===== config.mk =====
export PLATFORM = sky130hd
export DESIGN_NAME = shift_deserializer
export DESIGN_NICKNAME = d
export VERILOG_FILES = /design/src/rtl/shift_deserializer.sv
export SDC_FILE = /design/constraint.sdc
export NUM_CORES = 1
export LEC_CHECK = 0
export CAP_MARGIN = 30
export CELL_PAD_IN_SITES_DETAIL_PLACEMENT = 2
export CELL_PAD_IN_SITES_GLOBAL_PLACEMENT = 2
export CORE_MARGIN = 4
export CORE_UTILIZATION = 31
export DETAILED_ROUTE_END_ITERATION = 10
export HOLD_SLACK_MARGIN = 0.03
export PLACE_DENSITY = 0.87
export SETUP_SLACK_MARGIN = 0.05
export SLEW_MARGIN = 40
export SYNTH_ARGS = -nofsm -noshare
export SYNTH_HDL_FRONTEND = slang
export SYNTH_SLANG_ARGS = --single-unit

===== constraint.sdc =====
create_clock -name clk -period 2.12 [get_ports clk]
set_clock_uncertainty 0.1 [all_clocks]
set_input_delay 0.424 -clock clk [delete_from_list [all_inputs] [get_ports clk]]
set_output_delay 0.424 -clock clk [all_outputs]
set_load 0.05 [all_outputs]

===== src/rtl/shift_deserializer.sv =====
// Serial-to-parallel word assembler with selectable bit order, flush, overrun and ready/valid output.
// Optional even-parity trailer bit is enabled with the SHIFT_DESER_PARITY_EN macro.
module shift_deserializer #(
  parameter int WIDTH = 4
) (
  input  logic             clk,
  input  logic             rst_n,
  input  logic             ser_in,
  input  logic             ser_valid,
  input  logic             sel,
  input  logic             flush,
  output logic [WIDTH-1:0] out,
  output logic             out_valid,
  input  logic             out_ready,
  output logic             overrun,
  output logic             par_err
);

`ifdef SHIFT_DESER_PARITY_EN
  localparam int NBITS = WIDTH + 1;
`else
  localparam int NBITS = WIDTH;
`endif
  localparam int CW = $clog2(NBITS + 1);

  typedef enum logic {IDLE, SHIFT} state_t;

  state_t           state_q, state_d;
  logic [CW-1:0]    count_q, count_d;
  logic [WIDTH-1:0] shreg_q, shreg_d;
  logic [WIDTH-1:0] out_q, out_d;
  logic             lsb_first_q, lsb_first_d;
  logic             out_valid_q, out_valid_d;
  logic             overrun_q, overrun_d;
  logic             par_err_q, par_err_d;
  logic             order;
  logic             last_bit;
  logic             par_bad;
  logic [WIDTH-1:0] shifted;
  logic [WIDTH-1:0] word;

  always_ff @(posedge clk or negedge rst_n) begin
    if (!rst_n) begin
      state_q     <= IDLE;
      count_q     <= '0;
      shreg_q     <= '0;
      out_q       <= '0;
      lsb_first_q <= 1'b0;
      out_valid_q <= 1'b0;
      overrun_q   <= 1'b0;
      par_err_q   <= 1'b0;
    end else begin
      state_q     <= state_d;
      count_q     <= count_d;
      shreg_q     <= shreg_d;
      out_q       <= out_d;
      lsb_first_q <= lsb_first_d;
      out_valid_q <= out_valid_d;
      overrun_q   <= overrun_d;
      par_err_q   <= par_err_d;
    end
  end

  always_comb begin
    // Bit order is taken live on the first bit of a word, then held for the rest.
    order    = (state_q == IDLE) ? sel : lsb_first_q;
    shifted  = order ? {ser_in, shreg_q[WIDTH-1:1]} : {shreg_q[WIDTH-2:0], ser_in};
    last_bit = (count_q == CW'(NBITS - 1));
`ifdef SHIFT_DESER_PARITY_EN
    // The final bit is parity; the data bits are already in the assembly register.
    word    = shreg_q;
    par_bad = ^{shreg_q, ser_in};
`else
    word    = shifted;
    par_bad = 1'b0;
`endif

    state_d     = state_q;
    count_d     = count_q;
    shreg_d     = shreg_q;
    out_d       = out_q;
    lsb_first_d = lsb_first_q;
    out_valid_d = out_valid_q;
    overrun_d   = 1'b0;
    par_err_d   = 1'b0;

    if (out_valid_q && out_ready) begin
      out_valid_d = 1'b0;
    end

    if (flush) begin
      state_d = IDLE;
      count_d = '0;
      shreg_d = '0;
    end else if (ser_valid) begin
      lsb_first_d = order;
      if (last_bit) begin
        state_d = IDLE;
        count_d = '0;
        shreg_d = '0;
        if (out_valid_q && !out_ready) begin
          overrun_d = 1'b1;
        end else begin
          out_d       = word;
          out_valid_d = 1'b1;
          par_err_d   = par_bad;
        end
      end else begin
        state_d = SHIFT;
        count_d = count_q + 1'b1;
        shreg_d = shifted;
      end
    end
  end

  assign out       = out_q;
  assign out_valid = out_valid_q;
  assign overrun   = overrun_q;
  assign par_err   = par_err_q;

endmodule


==> reports/qor.csv, run 1 <==
stage;metric;value;unit
setup_path;Levels on crit path;1;
clocking;setup bufs post-CTS;0;
placement;Routability Congestion;0.770;
clocking;TritonCTS clock tree;done;
synth;Seq/Total Area, Yosys;0.567;
setup_path;buffers plus inverters on the worst setup path;1;
timing;Tmin final;1.98;ns
clocking;Num CTS Buffers;3;
floorplanning;initial core utilization;0.331;
synth;Cell Area, Synth;662;µm²
placement;HPWL after detailed placement;1130;µm
clocking;clk slew on worst S/H paths;0.09;ns
clocking;H-tree levels;1;
global_routing;initial antenna violation count;0;
timing;RSZ-0062 raised after global routing;no;
synth;Ys Warns;0;
global_routing;pin count of the biggest net entering global routing;16;
placement;placed cell count;97;
timing;Slew Viols, Final;0;
setup_path;crit end category;output pin;
worst_hold_path;worst min path class;in -> async;
synth;top cells by area, synth;dfrtp_1 57%, mux2i_1 9.1%, mux2_4 4.5%, nand2_1 4.5%, mux2i_4 3.4%;
drt;WL/cell;14.2;µm
global_routing;GRT Util Overall;0.120;
pwr;PD cells;766;nW/µm²
run;Max Cap Viol;0;
synth;Post-Synth Simple-Gate Area;0.117;
synth;multiplexer share of the synthesized area;0.170;
setup_path;Reg2Reg Depth;5;
synth;largest family of logic cells by synthesized area;multiplexers;
synth;synth unique cells;18;
clocking;Clock Sinks;15;
floorplanning;Core ar.;2000;µm²
floorplanning;IO Pins;14;
synth;Post-Syn Nets;64;
pwr;VDD IR-drop max;377;µV
global_routing;GRT overflow;0;
synth;Synth Area in Compound Gates;0.0794;
drt;final antenna-violating net count;0;
floorplanning;num rows;16;
synth;Seq cells post-synth;15;
outcome;status;complete, no violations;
synth;Adder-Cell Fraction of Synth Area;0.0189;
placement;pre-CTS WS;0.174;ns
setup_path;R2R Path End;out[3];
clocking;Hold-fix buffers, CTS;0;
floorplanning;Die X;54.2;µm
finish;fin nets;83;
drt;DRC viols;0;
timing;Final WS setup;0.137;ns
timing;final period utilization;0.935;
clocking;CTS Root Cell;clkbuf_4;
setup_path;Worst R2R Setup Slack;0.58;ns
global_routing;first-pass GRT wire length;2380;µm
setup_path;crit path max fanout;2;
pwr;P_leak;0.391;nW
timing;Setup Viol. Count Final;0;
drt;First-pass DRT Iterations;2;
synth;Avg Inst Size Synth;11.8;µm²
synth;Post-synth EDFFs;0;
clocking;post-cts sizing count;0;
finish;commonest non-fill, non-tap cell in the layout;dfrtp_1;
drt;Vias;486;
drt;vias per cell;4.81;
synth;Mapped Cells;56;
finish;area delta synth->final;29.9;%
finish;n_diodes;0;
finish;most frequent cells in the layout;15 x dfrtp_1, 12 x clkdlybuf4s50_1, 8 x nand2_1;
synth;post-synth top area share;0.567;
timing;Hold Fails Final Rpt;0;
setup_path;CP Class;reg -> out;
synth;Synth Area in XOR/XNOR;0;
timing;worst slew pin tran;0.498;ns
synth;dominant synthesized flop cell;dfrtp_1;
setup_path;Cell Chain, Critical Path;clkdlybuf4s50_1;
setup_path;max incr delay on CP;0.81;ns
global_routing;vias in the first global route;533;
setup_path;crit path from;out[2];
clocking;CTS Buffer Depth;2;
synth;most area-hungry cell type in the Yosys netlist;dfrtp_1;
drt;Iter 0 DRT Violations;6;
placement;I/O Buffers;12;
setup_path;Worst Setup Start Kind;register;
setup_path;slowest stage cell, crit path;clkdlybuf4s50_1;
pwr;Pwr Total;0.659;mW
setup_path;Worst R2R Start;count_q[0];
floorplanning;Die Ht;54.2;µm
drt;final wirelength;1440;µm
setup_path;Critical Path AT;1.46;ns
floorplanning;Die Area;2940;µm²
clocking;Clock Latency Late Sink;0.28;ns
timing;TNS Setup;0;ns
setup_path;Data required, critical path;1.60;ns
timing;Max Clock Freq;0.504;GHz
setup_path;critical path's top delay family;buffers and inverters;
finish;share of cells above drive strength 1;0.135;
synth;ys async rst share;1.00;
timing;Slew HR;0.667;
finish;Final Non-Filler Cells;101;
flip-flops by register name, summed over array words and instances (netlist names):
signal / count
count_q: 3
lsb_first_q: 1
out: 4
out_valid: 1
overrun: 1
shreg_q: 4
state_q: 1
cell usage after synthesis, drive strengths merged (2+ instances only):
cell    instances
a32o            2
mux2            2
dfrtp          15
nand2           8
buf             2
inv             4
o21ai           4
nor2            3
nand2b          2
mux2i           7
nor2b           2
per-stage QoR:
stage | hold slack [ns] | utilization | cell area, µm²
after floorplan | 0.0284 | - | 662
after CTS | 0.367 | 0.429 | 860
after detailed placement | 0.377 | 0.416 | 833
final | 0.362 | 0.429 | 860
after global placement | 0.367 | 0.416 | 833
after global routing | 0.389 | 0.429 | 860
worst max path at each step:
stage / slack, ns / endpoint
floorplan: 0.58 / out[2]
global placement: 0.27 / out[2]
detailed placement: 0.17 / out[0]
CTS: 0.11 / out[2]
global route: 0.07 / out[2]
finish: 0.14 / out[2]
final cells by class:
class	instances	area, µm²
multi-input cells	35	259
inverters	4	15.0
clock buffers	4	26.3
well taps	27	33.8
repair buffers	16	150
fillers	228	1140
flip-flops and latches	15	375
power breakdown:
group          internal [mW]  switching [mW]  total (mW)
registers              0.311          0.0171       0.328
logic                 0.0652           0.101       0.166
clock network         0.0730          0.0912       0.164
layer usage:
layer,vias up,share of wire,global-route usage
met1,249,0.44,0.138
li1,223,-,-
met5,-,0,0
met3,2,0.052,0.0194
met4,0,0.017,0.0871
met2,12,0.49,0.197
kinds of logic (layout without fill, tap and decap cells):
group                    Yosys count  in the layout
AO/OA/AOI/OAI                      8              8
adder cells (fa/ha/maj)            1              1
buffers and inverters              6             24
flip-flops                        15             15
multiplexers                       9              9
other                              1              1
AND/OR/NAND/NOR                   16             16
Note: power is estimated with default switching activity, not from simulation.
==> run 2, diff against run 1 <==
--- a/config.mk
+++ b/config.mk
@@ -12,9 +12,9 @@
 export CORE_UTILIZATION = 31
 export DETAILED_ROUTE_END_ITERATION = 10
 export HOLD_SLACK_MARGIN = 0.03
-export PLACE_DENSITY = 0.87
+export PLACE_DENSITY = 0.83
 export SETUP_SLACK_MARGIN = 0.05
-export SLEW_MARGIN = 40
+export SLEW_MARGIN = 20
 export SYNTH_ARGS = -nofsm -noshare
 export SYNTH_HDL_FRONTEND = slang
 export SYNTH_SLANG_ARGS = --single-unit
==> run 2 against run 1 <==
  * Utilization did not move
  * Die area did not move
  * Hold slack improved by 0.0062 ns
  * Non-clock buffer count did not move
  * Fmax rose by 0.18%
  * Final area did not move
  * Via count fell by 1.0%
==> reports/qor.csv, run 2 (synthesis gave the netlist of run 1 again) <==
stage;metric;value;unit;change
outcome;status;complete, no violations;;
clocking;Clock Latency Late Sink;0.28;ns;about the same
setup_path;Levels on crit path;1;;unchanged
floorplanning;Core ar.;2000;µm²;unchanged
finish;area delta synth->final;29.9;%;unchanged
clocking;TritonCTS clock tree;done;;
setup_path;Critical Path AT;1.46;ns;about the same
floorplanning;num rows;16;;unchanged
timing;hold_ws;0.368;ns;+0.00615 ns
setup_path;critical path's top delay family;buffers and inverters;;
worst_hold_path;worst min path class;in -> async;;
timing;TNS Setup;0;ns;unchanged
finish;commonest non-fill, non-tap cell in the layout;dfrtp_1;;
setup_path;Reg2Reg Depth;5;;unchanged
clocking;CTS Buffer Depth;2;;unchanged
drt;First-pass DRT Iterations;3;;+1
floorplanning;initial core utilization;0.331;;unchanged
timing;worst slew pin tran;0.504;ns;+0.00643 ns
finish;fin nets;83;;unchanged
pwr;P_leak;0.391;nW;unchanged
setup_path;crit end category;output pin;;
finish;fin util;0.429;;unchanged
floorplanning;IO Pins;14;;unchanged
finish;share of cells above drive strength 1;0.135;;unchanged
timing;Max Clock Freq;0.505;GHz;+0.18%
drt;Vias;481;;-1.0%
setup_path;buffers plus inverters on the worst setup path;1;;unchanged
setup_path;Data required, critical path;1.60;ns;about the same
global_routing;GRT Util Overall;0.141;;+0.0216
finish;most frequent cells in the layout;15 x dfrtp_1, 12 x clkdlybuf4s50_1, 8 x nand2_1;;
pwr;Pwr Total;0.661;mW;+0.44%
clocking;H-tree levels;1;;unchanged
timing;Setup Viol. Count Final;0;;unchanged
setup_path;crit path from;out[2];;
timing;Tmin final;1.98;ns;-0.00366 ns
setup_path;R2R Path End;out[1];;
setup_path;slowest stage cell, crit path;clkdlybuf4s50_1;;
clocking;clk slew on worst S/H paths;0.09;ns;about the same
drt;DRC viols;0;;unchanged
pwr;PD cells;770;nW/µm²;+0.44%
placement;Routability Congestion;0.718;;-6.7%
finish;n_diodes;0;;unchanged
timing;RSZ-0062 raised after global routing;no;;
clocking;Hold-fix buffers, CTS;0;;unchanged
global_routing;first-pass GRT wire length;2840;µm;+19%
timing;final period utilization;0.934;;-0.00173
placement;HPWL after detailed placement;1330;µm;+18%
floorplanning;Die X;54.2;µm;unchanged
timing;Slew Viols, Final;0;;unchanged
setup_path;CP Class;reg -> out;;
drt;final wirelength;1690;µm;+17%
clocking;CTS Root Cell;clkbuf_4;;
setup_path;Setup crit end;out[2];;
global_routing;grt met3 use;0.0277;;+0.00831
global_routing;met2 Resource Use GR;0.249;;+0.0518
setup_path;Cell Chain, Critical Path;clkdlybuf4s50_1;;
drt;WL/cell;16.7;µm;+17%
floorplanning;Die Area;2940;µm²;unchanged
setup_path;crit path max fanout;2;;unchanged
setup_path;Worst Setup Start Kind;register;;
global_routing;M1 GR Usage;0.162;;+0.0247
drt;vias per cell;4.76;;-1.0%
pwr;VDD IR-drop max;280;µV;-26%
clocking;post-cts sizing count;0;;unchanged
run;Max Cap Viol;0;;unchanged
clocking;Num CTS Buffers;3;;unchanged
global_routing;initial antenna violation count;0;;unchanged
drt;final antenna-violating net count;0;;unchanged
setup_path;Worst R2R Setup Slack;0.54;ns;-0.04 ns
floorplanning;Die Ht;54.2;µm;unchanged
clocking;Clock Sinks;15;;unchanged
placement;I/O Buffers;12;;unchanged
clocking;setup bufs post-CTS;0;;unchanged
global_routing;busiest grt layer;met2;;
setup_path;max incr delay on CP;0.81;ns;about the same
global_routing;vias in the first global route;556;;+4.3%
global_routing;pin count of the biggest net entering global routing;16;;unchanged
timing;Slew HR;0.663;;-0.00430
drt;Iter 0 DRT Violations;3;;-3
global_routing;GRT overflow;0;;unchanged
timing;Hold Fails Final Rpt;0;;unchanged
setup_path;Worst R2R Start;count_q[0];;
[run 2: layer usage]
layer | part of all wire | up-vias
met4 | 0.011 | 0
met3 | 0.030 | 2
met2 | 0.54 | 12
met1 | 0.41 | 241
met5 | 0 | -
li1 | - | 226
[run 2: worst min path at each step]
stage / endpoint / depth (start not counted) / slack, ns / start
after global routing: out[2] / 2 / 0.37 / rst_n
after floorplan: count_q[0] / 0 / 0.03 / rst_n
after detailed placement: shreg_q[3] / 2 / 0.40 / shreg_q[3]
after CTS: overrun / 2 / 0.39 / rst_n
final: out[2] / 2 / 0.37 / rst_n
after global placement: shreg_q[3] / 2 / 0.37 / shreg_q[3]
[run 2: through the flow]
| step | area (µm²) | setup slack [ns] | std cells |
|---|---|---|---|
| finish | 860 | 0.140 | 101 |
| global route | 860 | 0.0742 | 101 |
| CTS | 860 | 0.121 | 101 |
| detailed placement | 833 | 0.120 | 97 |
| global placement | 833 | 0.267 | 97 |
| floorplan | 662 | 0.575 | 56 |
[run 2: cell type report]
cell class / instances / area (µm²)
Sequential cell: 15 / 375
Tap cell: 27 / 33.8
Fill cell: 209 / 1140
Inverter: 4 / 15.0
Clock buffer: 4 / 26.3
Timing Repair Buffer: 16 / 150
Multi-Input combinational cell: 35 / 259
[run 2: power by group]
part | leakage, nW | switching, mW | internal [mW]
combinational | 0.186 | 0.105 | 0.0652
clock | 0.0150 | 0.0898 | 0.0729
sequential | 0.191 | 0.0177 | 0.311
[run 2: worst reg2reg max path: stages, from the launching register on]
cell and delay [ns]:
dfrtp_1 0.38, ha_1 0.21, nand4bb_1 0.20, nor2b_1 0.26, buf_4 0.18, mux2i_1 0.18
==> run 3, diff against run 2 <==
--- a/config.mk
+++ b/config.mk
@@ -5,7 +5,7 @@
 export SDC_FILE = /design/constraint.sdc
 export NUM_CORES = 1
 export LEC_CHECK = 0
-export CAP_MARGIN = 30
+export CAP_MARGIN = 15
 export CELL_PAD_IN_SITES_DETAIL_PLACEMENT = 2
 export CELL_PAD_IN_SITES_GLOBAL_PLACEMENT = 2
 export CORE_MARGIN = 4
==> results of run 3 <==
Final layout, timing and power as in run 2 (identical DEF).
